[config.mk]
export PLATFORM = sky130hd
export DESIGN_NAME = rom_tone_sequencer_flat
export DESIGN_NICKNAME = d
export VERILOG_FILES = /design/src/rtl/rom_tone_sequencer_pkg.sv /design/src/rtl/rom_tone_sequencer_if.sv /design/src/rtl/rom_tone_sequencer_square_osc.sv /design/src/rtl/rom_tone_sequencer.sv /design/src/flat_wrapper.sv
export SDC_FILE = /design/constraint.sdc
export NUM_CORES = 1
export LEC_CHECK = 0
export BUFFER_PORTS_ARGS = -buffer_cell sky130_fd_sc_hd__buf_4
export CAP_MARGIN = 10
export CORE_MARGIN = 5
export CORE_UTILIZATION = 24
export CTS_BUF_LIST = sky130_fd_sc_hd__clkbuf_4 sky130_fd_sc_hd__clkbuf_8 sky130_fd_sc_hd__clkbuf_16
export DETAILED_ROUTE_END_ITERATION = 7
export SLEW_MARGIN = 25
export SYNTH_ARGS = -nofsm -noshare
export SYNTH_HDL_FRONTEND = slang
export SYNTH_SLANG_ARGS = --single-unit
[constraint.sdc]
create_clock -name CLOCK_50 -period 4.7 [get_ports CLOCK_50]
set_input_delay 0.235 -clock CLOCK_50 [delete_from_list [all_inputs] [get_ports CLOCK_50]]
set_output_delay 0.235 -clock CLOCK_50 [all_outputs]
set_load 0.1 [all_outputs]
[src/rtl/rom_tone_sequencer_pkg.sv]
// Shared constants, FSM state type and amplitude helper for the ROM tone sequencer.
// No logic of its own; imported by the sequencer top and its oscillator.
package rom_tone_sequencer_pkg;

   typedef enum logic [1:0] {IDLE, FETCH, WAIT, PLAY} state_t;

   localparam logic [31:0] REST_CODE       = 32'h0000_0000;
   localparam logic [31:0] END_CODE        = 32'hFFFF_FFFF;
   localparam int          DEF_BEAT_CYCLES = 2500000;
   localparam int          DEF_AMP         = 100000000;

   function automatic logic signed [31:0] scaled_amp(input logic signed [31:0] amp,
                                                     input logic [2:0]         vol);
      return amp >>> vol;
   endfunction

endpackage

[src/rtl/rom_tone_sequencer_if.sv]
// Control, note-ROM and audio-sample signals of the tone sequencer.
// slave = sequencer side, master = board top / testbench side.
interface rom_tone_sequencer_if #(
   parameter int TRACK_W = 2,
   parameter int STEP_W  = 10,
   parameter int DELAY_W = 19
);
   logic                      play;
   logic                      stop;
   logic                      loop_en;
   logic [TRACK_W-1:0]        track_sel;
   logic [2:0]                volume;
   logic [TRACK_W+STEP_W-1:0] rom_addr;
   logic [DELAY_W-1:0]        rom_q;
   logic                      audio_out_allowed;
   logic [31:0]               sample_out;
   logic                      write_audio_out;
   logic                      busy;
   logic                      done;

   modport master (
      output play, stop, loop_en, track_sel, volume, rom_q, audio_out_allowed,
      input  rom_addr, sample_out, write_audio_out, busy, done
   );

   modport slave (
      input  play, stop, loop_en, track_sel, volume, rom_q, audio_out_allowed,
      output rom_addr, sample_out, write_audio_out, busy, done
   );
endinterface

[src/rtl/rom_tone_sequencer_square_osc.sv]
// Square-wave generator: snd toggles every i_half enabled cycles; clear forces snd=0.
// Latency: toggle visible the cycle after half_cnt reaches i_half-1; no backpressure.
module rom_tone_sequencer_square_osc
   import rom_tone_sequencer_pkg::*;
#(
   parameter int DELAY_W = 19
) (
   input  logic               CLOCK_50,
   input  logic               resetn,
   input  logic [DELAY_W-1:0] i_half,
   input  logic               i_en,
   input  logic               i_clr,
   output logic               o_snd
);
   logic [DELAY_W-1:0] r_half_cnt;
   logic               r_snd;
   logic [DELAY_W-1:0] w_half_last;

   assign w_half_last = i_half - DELAY_W'(1);
   assign o_snd       = r_snd;

   always_ff @(posedge CLOCK_50 or negedge resetn) begin
      if (!resetn) begin
         r_half_cnt <= '0;
         r_snd      <= 1'b0;
      end else if (i_clr) begin
         r_half_cnt <= '0;
         r_snd      <= 1'b0;
      end else if (i_en) begin
         if (r_half_cnt == w_half_last) begin
            r_half_cnt <= '0;
            r_snd      <= ~r_snd;
         end else begin
            r_half_cnt <= r_half_cnt + DELAY_W'(1);
         end
      end
   end

endmodule

[src/rtl/rom_tone_sequencer.sv]
// Plays a track of half-period words from an external 1-cycle note ROM as a square wave.
// Latency: first sample 4 cycles after play, 2 silent cycles between notes; no backpressure.
module rom_tone_sequencer
   import rom_tone_sequencer_pkg::*;
#(
   parameter int TRACK_W     = 2,
   parameter int STEP_W      = 10,
   parameter int DELAY_W     = 19,
   parameter int BEAT_CYCLES = DEF_BEAT_CYCLES,
   parameter int AMP         = DEF_AMP
) (
   input  logic                 CLOCK_50,
   input  logic                 resetn,
   rom_tone_sequencer_if.slave  bus
);
   localparam int                  BEAT_W    = (BEAT_CYCLES > 1) ? $clog2(BEAT_CYCLES) : 1;
   localparam logic [BEAT_W-1:0]   BEAT_LAST = BEAT_W'(BEAT_CYCLES - 1);
   localparam logic [DELAY_W-1:0]  W_END     = END_CODE[DELAY_W-1:0];
   localparam logic [DELAY_W-1:0]  W_REST    = REST_CODE[DELAY_W-1:0];
   localparam logic signed [31:0]  AMP_S     = AMP;
   localparam logic [STEP_W-1:0]   STEP_ZERO = '0;

   state_t                    r_state;
   logic [TRACK_W-1:0]        r_track;
   logic [STEP_W-1:0]         r_step;
   logic [DELAY_W-1:0]        r_note;
   logic [BEAT_W-1:0]         r_beat_cnt;
   logic [TRACK_W+STEP_W-1:0] r_rom_addr;
   logic signed [31:0]        r_sample;
   logic                      r_busy;
   logic                      r_done;

   logic                      w_snd;
   logic                      w_osc_en;
   logic                      w_osc_clr;
   logic signed [31:0]        w_amp;
   logic signed [31:0]        w_sample_nxt;
   logic [STEP_W-1:0]         w_step_nxt;

   assign w_osc_clr    = (r_state == WAIT);
   assign w_osc_en     = (r_state == PLAY) && (r_note != W_REST);
   assign w_amp        = scaled_amp(AMP_S, bus.volume);
   assign w_sample_nxt = w_osc_en ? (w_snd ? w_amp : -w_amp) : 32'sd0;
   assign w_step_nxt   = r_step + STEP_W'(1);

   rom_tone_sequencer_square_osc #(.DELAY_W(DELAY_W)) u_osc (
      .CLOCK_50 (CLOCK_50),
      .resetn   (resetn),
      .i_half   (r_note),
      .i_en     (w_osc_en),
      .i_clr    (w_osc_clr),
      .o_snd    (w_snd)
   );

   always_ff @(posedge CLOCK_50 or negedge resetn) begin
      if (!resetn) begin
         r_state    <= IDLE;
         r_track    <= '0;
         r_step     <= '0;
         r_note     <= '0;
         r_beat_cnt <= '0;
         r_rom_addr <= '0;
         r_sample   <= '0;
         r_busy     <= 1'b0;
         r_done     <= 1'b0;
      end else begin
         r_done   <= 1'b0;
         r_sample <= w_sample_nxt;
         if (bus.stop && (r_state != IDLE)) begin
            r_state  <= IDLE;
            r_busy   <= 1'b0;
            r_done   <= 1'b1;
            r_sample <= '0;
         end else if (bus.play) begin
            // The address is loaded on entry to FETCH so rom_q is valid by the end of WAIT.
            r_track    <= bus.track_sel;
            r_step     <= '0;
            r_rom_addr <= {bus.track_sel, STEP_ZERO};
            r_state    <= FETCH;
            r_busy     <= 1'b1;
            r_sample   <= '0;
         end else begin
            case (r_state)
               FETCH: r_state <= WAIT;
               WAIT: begin
                  r_note     <= bus.rom_q;
                  r_beat_cnt <= '0;
                  if (bus.rom_q == W_END) begin
                     if (bus.loop_en) begin
                        r_step     <= '0;
                        r_rom_addr <= {r_track, STEP_ZERO};
                        r_state    <= FETCH;
                     end else begin
                        r_state <= IDLE;
                        r_busy  <= 1'b0;
                        r_done  <= 1'b1;
                     end
                  end else begin
                     r_state <= PLAY;
                  end
               end
               PLAY: begin
                  if (r_beat_cnt == BEAT_LAST) begin
                     r_beat_cnt <= '0;
                     // Running off the last step counts as an end marker.
                     if ((&r_step) && !bus.loop_en) begin
                        r_state <= IDLE;
                        r_busy  <= 1'b0;
                        r_done  <= 1'b1;
                     end else begin
                        r_step     <= w_step_nxt;
                        r_rom_addr <= {r_track, w_step_nxt};
                        r_state    <= FETCH;
                     end
                  end else begin
                     r_beat_cnt <= r_beat_cnt + BEAT_W'(1);
                  end
               end
               default: r_state <= IDLE;
            endcase
         end
      end
   end

   assign bus.rom_addr        = r_rom_addr;
   assign bus.sample_out      = r_sample;
   assign bus.busy            = r_busy;
   assign bus.done            = r_done;
   assign bus.write_audio_out = bus.audio_out_allowed & resetn;

endmodule
[src/flat_wrapper.sv]
// flat-port wrapper written by rule: the top's interface ports become plain ports
module rom_tone_sequencer_flat import rom_tone_sequencer_pkg::*;
#(
   parameter int TRACK_W     = 2,
   parameter int STEP_W      = 10,
   parameter int DELAY_W     = 19,
   parameter int BEAT_CYCLES = DEF_BEAT_CYCLES,
   parameter int AMP         = DEF_AMP
)
  (CLOCK_50, resetn, bus_play, bus_stop, bus_loop_en, bus_track_sel, bus_volume, bus_rom_q, bus_audio_out_allowed, bus_rom_addr, bus_sample_out, bus_write_audio_out, bus_busy, bus_done);
  rom_tone_sequencer_if #(.TRACK_W(TRACK_W), .STEP_W(STEP_W), .DELAY_W(DELAY_W)) bus_i ();
  input  logic CLOCK_50;
  input  logic resetn;
  input wire logic [$bits(bus_i.play)-1:0] bus_play;
  input wire logic [$bits(bus_i.stop)-1:0] bus_stop;
  input wire logic [$bits(bus_i.loop_en)-1:0] bus_loop_en;
  input wire logic [$bits(bus_i.track_sel)-1:0] bus_track_sel;
  input wire logic [$bits(bus_i.volume)-1:0] bus_volume;
  input wire logic [$bits(bus_i.rom_q)-1:0] bus_rom_q;
  input wire logic [$bits(bus_i.audio_out_allowed)-1:0] bus_audio_out_allowed;
  output wire logic [$bits(bus_i.rom_addr)-1:0] bus_rom_addr;
  output wire logic [$bits(bus_i.sample_out)-1:0] bus_sample_out;
  output wire logic [$bits(bus_i.write_audio_out)-1:0] bus_write_audio_out;
  output wire logic [$bits(bus_i.busy)-1:0] bus_busy;
  output wire logic [$bits(bus_i.done)-1:0] bus_done;
  assign bus_i.play = bus_play;
  assign bus_i.stop = bus_stop;
  assign bus_i.loop_en = bus_loop_en;
  assign bus_i.track_sel = bus_track_sel;
  assign bus_i.volume = bus_volume;
  assign bus_i.rom_q = bus_rom_q;
  assign bus_i.audio_out_allowed = bus_audio_out_allowed;
  assign bus_rom_addr = bus_i.rom_addr;
  assign bus_sample_out = bus_i.sample_out;
  assign bus_write_audio_out = bus_i.write_audio_out;
  assign bus_busy = bus_i.busy;
  assign bus_done = bus_i.done;
  rom_tone_sequencer #(.TRACK_W(TRACK_W), .STEP_W(STEP_W), .DELAY_W(DELAY_W), .BEAT_CYCLES(BEAT_CYCLES), .AMP(AMP)) u_core (.CLOCK_50(CLOCK_50), .resetn(resetn), .bus(bus_i));
endmodule
### Word-level counts from Yosys, hierarchy flattened

Index checks and enable logic that the tools add are counted.

| cells by class | value |
|---|---|
| $add $sub $neg | 5 |
| bitwise gates (word level) | 4 |
| multiplexer cells | 45 |
| shift-type cells | 1 |
| reductions and logical operators | 18 |
| equal/unequal tests | 14 |

Operators with widths:

| kind | count |
|---|---|
| $mux W32 | 4 |
| $mux W12 | 5 |
| $mux W19 | 3 |
| $mux W10 | 5 |
| $pmux W22 S2 | 1 |
| $neg A32 Y32 | 1 |
| $sshr A28 B3 Y32 const A | 1 |
| $pmux W12 S2 | 1 |
| $add A22 B1 Y22 const B | 1 |
| $eq A22 B22 Y1 const B | 1 |
| $mux W22 | 1 |
| $pmux W10 S2 | 1 |
| $add A19 B1 Y19 const B | 1 |
| $eq A19 B19 Y1 | 1 |
| $eq A19 B19 Y1 const B | 1 |
| $reduce_bool A19 Y1 | 1 |
| $sub A19 B1 Y19 const B | 1 |
| $mux W1 | 17 |
| $add A10 B1 Y10 const B | 1 |
| $reduce_and A10 Y1 | 1 |
| $ne A3 B3 Y1 const B | 3 |
| $mux W2 | 4 |
| $ne A4 B4 Y1 const B | 2 |
| $reduce_bool A2 Y1 | 4 |
| 17 further kinds | 25 |

| storage, ports and cells | value |
|---|---|
| output and inout port bits | 47 |
| word-level logic and storage cells | 98 |
| bits in registers | 121 |

### Depth between registers and ports, before layout

| depth | value |
|---|---|
| word-level depth | 7 |
| mapped depth | 11 |
| gate-level depth less buffers | 10 |

### Cells and area by module

From an unflattened synthesis, not the netlist that was laid out.

| unflattened totals | value |
|---|---|
| cells, all modules | 668 |
| area total of the unflattened synthesis | 6302.3 um^2 |

Modules (own cells, without submodules):

| module | area each (um^2) | seq. area each (um^2) | cells each | instances |
|---|---|---|---|---|
| rom_tone_sequencer | 4549.4 | 2252.2 | 458 | 1 |
| rom_tone_sequencer_square_osc | 1752.9 | 500.5 | 210 | 1 |

### Worst setup path before layout

OpenSTA, ideal clock, no wires.

| timing path | value |
|---|---|
| kind | flip-flop to flip-flop |
| start | reg u_core.r_note[2] |
| end | reg u_core.u_osc.r_half_cnt[11] |
| arrival | 2.682 ns |
| data required time | 4.558 ns |
| stages on the path, launching flop included | 11 |
| clock period less this slack | 2.824 ns |
| path slack | 1.876 ns |
| cells stage by stage | dfrtp_1 -> buf_6 -> or4_4 -> buf_6 -> nor4_1 -> xnor2_1 -> nand4b_2 -> nor4_4 -> nor3b_4 -> buf_8 -> nor3_2 |

| between the ends | value |
|---|---|
| word-level cells in the longest chain between the ends | 5 |
| elaborated cells on any way between the ends | 8 |
| classes of those cells | add/sub (1); eq/ne (1); mux (3); reduce/logical (3) |

Ends and longest elaborated chain:

| item | RTL line | text |
|---|---|---|
| start, declared | rom_tone_sequencer.sv:26 | `logic [DELAY_W-1:0] r_note;` |
| start signal, assigned | rom_tone_sequencer.sv:86 | `r_note <= bus.rom_q;` |
| $sub A19 B1 Y19 | rom_tone_sequencer_square_osc.sv:19 | `assign w_half_last = i_half - DELAY_W'(1);` |
| $eq A19 B19 Y1 | rom_tone_sequencer_square_osc.sv:30 | `if (r_half_cnt == w_half_last) begin` |
| $mux W19 | rom_tone_sequencer_square_osc.sv:30 |  |
| $mux W19 | rom_tone_sequencer_square_osc.sv:29 | `end else if (i_en) begin` |
| $mux W19 | rom_tone_sequencer_square_osc.sv:26 | `end else if (i_clr) begin` |
| end signal, assigned | rom_tone_sequencer_square_osc.sv:34 | `r_half_cnt <= r_half_cnt + DELAY_W'(1);` |
| end, declared | rom_tone_sequencer_square_osc.sv:15 | `logic [DELAY_W-1:0] r_half_cnt;` |

Several ways; a longest one is shown, not always the timed one. The select of a mux whose other input is x is not followed.
A chain may end at the register's enable or synchronous reset.

### Final worst setup path

| timing path | value |
|---|---|
| start | reg u_core.r_note[0] |
| end | reg u_core.u_osc.r_half_cnt[6] |

Same word-level chain as after synthesis.

==> summary.txt <==
STA
  – Peak Freq: 0.2936 GHz
  – Final TNS setup: 0 ns
  – Final Critical Period: 3.406 ns
  – Layout Skew: 0.01876 ns
  – Slew headroom: 0.3868
  – RSZ-0062 raised after global routing: no
  – Pin slew with the least headroom to its limit: 0.9188 ns
  – Count of final hold-check violations: 0
  – Final worst-path cycle share: 0.7247
  – Final slew viol count: 0
  – Hold slack: 0.1186 ns
  – Final setup viols: 0

Power
  – Power Density: about 350 mW/mm^2
  – VDD IR max: just over 0.0002 V
  – Leak: roughly 3.2 nW

Worst setup path
  – Crit path kind: flip-flop to flip-flop
  – Critical Path End Type: flip-flop
  – Critical R2R Launch: u_core.r_note[0]
  – Crit path from: u_core.r_note[0]
  – Setup slack, reg-to-reg: between 1 and 1.5 ns
  – Worst reg2reg endpoint: u_core.u_osc.r_half_cnt[6]
  – Critical path peak fanout: 17
  – CP required: 4.90 ns
  – Worst Path Arrival: 3.60 ns
  – Worst reg2reg path depth: 9
  – CP Launch Type: flip-flop

Clock tree
  – Worst skew pair latency: 0.36 ns
  – Cts repair resizes: 0
  – # clock sinks: 110
  – H-tree depth: 3
  – CTS Buf Count: 9
  – CTS tree: built
  – Reg clk slew, reported paths: 0.08 ns
  – CTS root buf: clkbuf_16
  – Clk buf depth: 2

Route
  – Via-per-instance ratio: 4.605
  – Post-route DRC: 0
  – Antenna Nets Post-Route: 0
  – Initial DRT Pass Iterations: 4
  – Final wirelength: 15710 microns
  – 1st-iter DRT viols: 303
  – Drt wl/cell: 15.00 microns
  – Via count: 4821

Synthesis
  – Ys flop type: dfrtp_1
  – Number of synthesized flops with an enable pin: 0
  – Count of state elements after synthesis: 110
  – Post-synth top area share: 0.4452
  – Post-synthesis cell type count: 67
  – Sequential cell area fraction in the yosys report: 0.4452
  – Top-count cell post-synth: dfrtp_1
  – Synthesis Warnings: 0
  – Ys async rst share: 1.000
  – Netlist Area Pre-Place: slightly above 0.006 sq mm
  – Post-synthesis cell count: about 660
  – Cell taking the most area after synthesis: dfrtp_1
  – Top cells by area, synth: dfrtp_1 45%, nor2_1 5.5%, xnor2_1 5.1%
  – Mean Syn Cell Area: between 9 and 10 sq um
  – Post-synth top cells: 110 x dfrtp_1, 91 x nor2_1, 45 x nand2_1
  – Synth Net Count: 692

Layout
  – Layout Nets: 748
  – Fin util: 0.2927
  – Layout area overhead: 19.53%
  – Layout cells sized above 1: 0.2008
  – Ant diodes: 0
  – Non-filler cells, final: roughly 1000
  – Number of fill cells: 2689

Hold path
  – Hold Path Class: input port to flip-flop
  – Worst hold path depth: 2
  – Hold path start: bus_track_sel[0]
  – Hold EP: u_core.r_track[0]

Status
  – Status: finished, final reports clean

Die
  – Die X: between 150 and 200 microns
  – # IOs: slightly below 80
  – Starting density of the core: 0.2448
  – Die area: 0.02907 sq mm
  – Core footprint: approximately 0.025 sq mm
  – Die H: roughly 170 microns
  – Row count: 58

Placed design
  – Port Buffer Count: 75
  – GP Congestion: 0.7688
  – DP Cell Count: slightly above 1000
  – Hpwl dp: 11300 microns

Global route
  – Remaining Overflow, GRT: 0
  – GRT Overall Usage: 0.1100
  – Initial antenna violation count: 0
  – Global-route wire length before repair: 25920 microns
  – Largest net degree at the start of global routing: 62
  – Vias in the first global route: 4842

Flow run
  – Total of max-cap violations: 0
logic make-up after synthesis:
group           after synthesis  synth area share
buf+inv                      55           0.03844
xor+xnor                     69            0.1002
mux                          31           0.05403
simple gates                290            0.2513
flops                       110            0.4452
other cells                   1         0.0006065
fa+ha+maj                     6           0.01214
compound gates               94           0.09814
power by group:
part / total [mW] / switching [mW] / internal (mW)
Clock: 0.876 / 0.393 / 0.482
Sequential: 1.13 / 0.110 / 1.02
Combinational: 0.580 / 0.336 / 0.244
routing by layer:
layer,global-route usage,vias to the layer above,share of wire
met5,0,-,0
met4,0.01979,0,0.0062
met3,0.03004,4,0.048
met2,0.1769,83,0.47
met1,0.1509,2333,0.48
li1,-,2401,-
final cells by class:
class                   instances  area, sq um  share of cell area
clock buffers                   9        225.2             0.03047
clock inverters                 7        117.6             0.01591
inverters                      17        63.81            0.008634
multi-input cells             491         3193              0.4320
flip-flops and latches        110         2753              0.3724
well taps                     330        412.9             0.05587
repair buffers                 83        625.6             0.08465
worst max path at each step:
stage	endpoint	slack, ns	cells after the start
after floorplan	u_core.u_osc.r_half_cnt[11]	1.88	10
after global placement	u_core.u_osc.r_half_cnt[4]	1.33	9
after detailed placement	u_core.u_osc.r_half_cnt[5]	1.28	9
after CTS	u_core.u_osc.r_half_cnt[5]	1.27	9
after global routing	u_core.u_osc.r_half_cnt[6]	0.91	9
final	u_core.u_osc.r_half_cnt[6]	1.29	9
critical path: stages, from the launching register on:
cell       delay [ns]
dfrtp_1          0.42
inv_1            0.11
ha_1             0.24
nor3b_2          0.32
nand2_1          0.08
a2111oi_0        0.51
nand4b_2         0.20
nor4_4           0.38
nor3b_4          0.84
nor3_1           0.15
registers in the layout, indices dropped and copies added, names as in the netlist:
register,flops
u_core.bus.done,1
u_core.bus.rom_addr,12
u_core.r_state,2
u_core.u_osc.o_snd,1
u_core.bus.busy,1
u_core.r_note,19
u_core.bus.sample_out,31
u_core.u_osc.r_half_cnt,19
u_core.r_track,2
u_core.r_beat_cnt,22
layout by cell type (no fill, tap or decap), types with 7 or more instances in the layout:
| cell | Yosys | routed |
|---|---|---|
| dfrtp_1 | 110 | 110 |
| nor3_2 | 10 | 10 |
| a21oi_1 | 18 | 18 |
| nor2_1 | 91 | 91 |
| mux2_2 | 19 | 19 |
| nand2_1 | 45 | 45 |
| clkbuf_16 | 0 | 9 |
| o21ai_0 | 35 | 35 |
| nand2b_1 | 13 | 13 |
| nand3_1 | 27 | 27 |
| nor2b_1 | 9 | 9 |
| mux2i_1 | 12 | 12 |
| and3_1 | 14 | 14 |
| xnor2_1 | 36 | 36 |
| inv_1 | 17 | 17 |
| nor3_1 | 20 | 20 |
| nand4_1 | 17 | 17 |
| buf_4 | 1 | 82 |
| xor2_1 | 32 | 32 |
| nor4_1 | 12 | 12 |
| and2_1 | 7 | 7 |
| o31ai_1 | 10 | 10 |
stage by stage:
stage          total power [mW]  area (sq um)  worst slack [ns]
3_5_place_dp              1.730          7038             1.282
6_report                  2.585          7391             1.294
5_1_grt                   2.731          7391            0.9125
4_1_cts                   2.623          7391             1.269
2_1_floorplan             1.584          6183             1.876
3_3_place_gp              1.725          7038             1.327
timing repair:
| item | 4_1_cts | 5_1_grt |
|---|---|---|
| hold buffers | 1 | 0 |
| setup buffers | 0 | 0 |
| endpoints found under the hold margin | 7 | 0 |
Note: power is estimated with default switching activity, not from simulation.
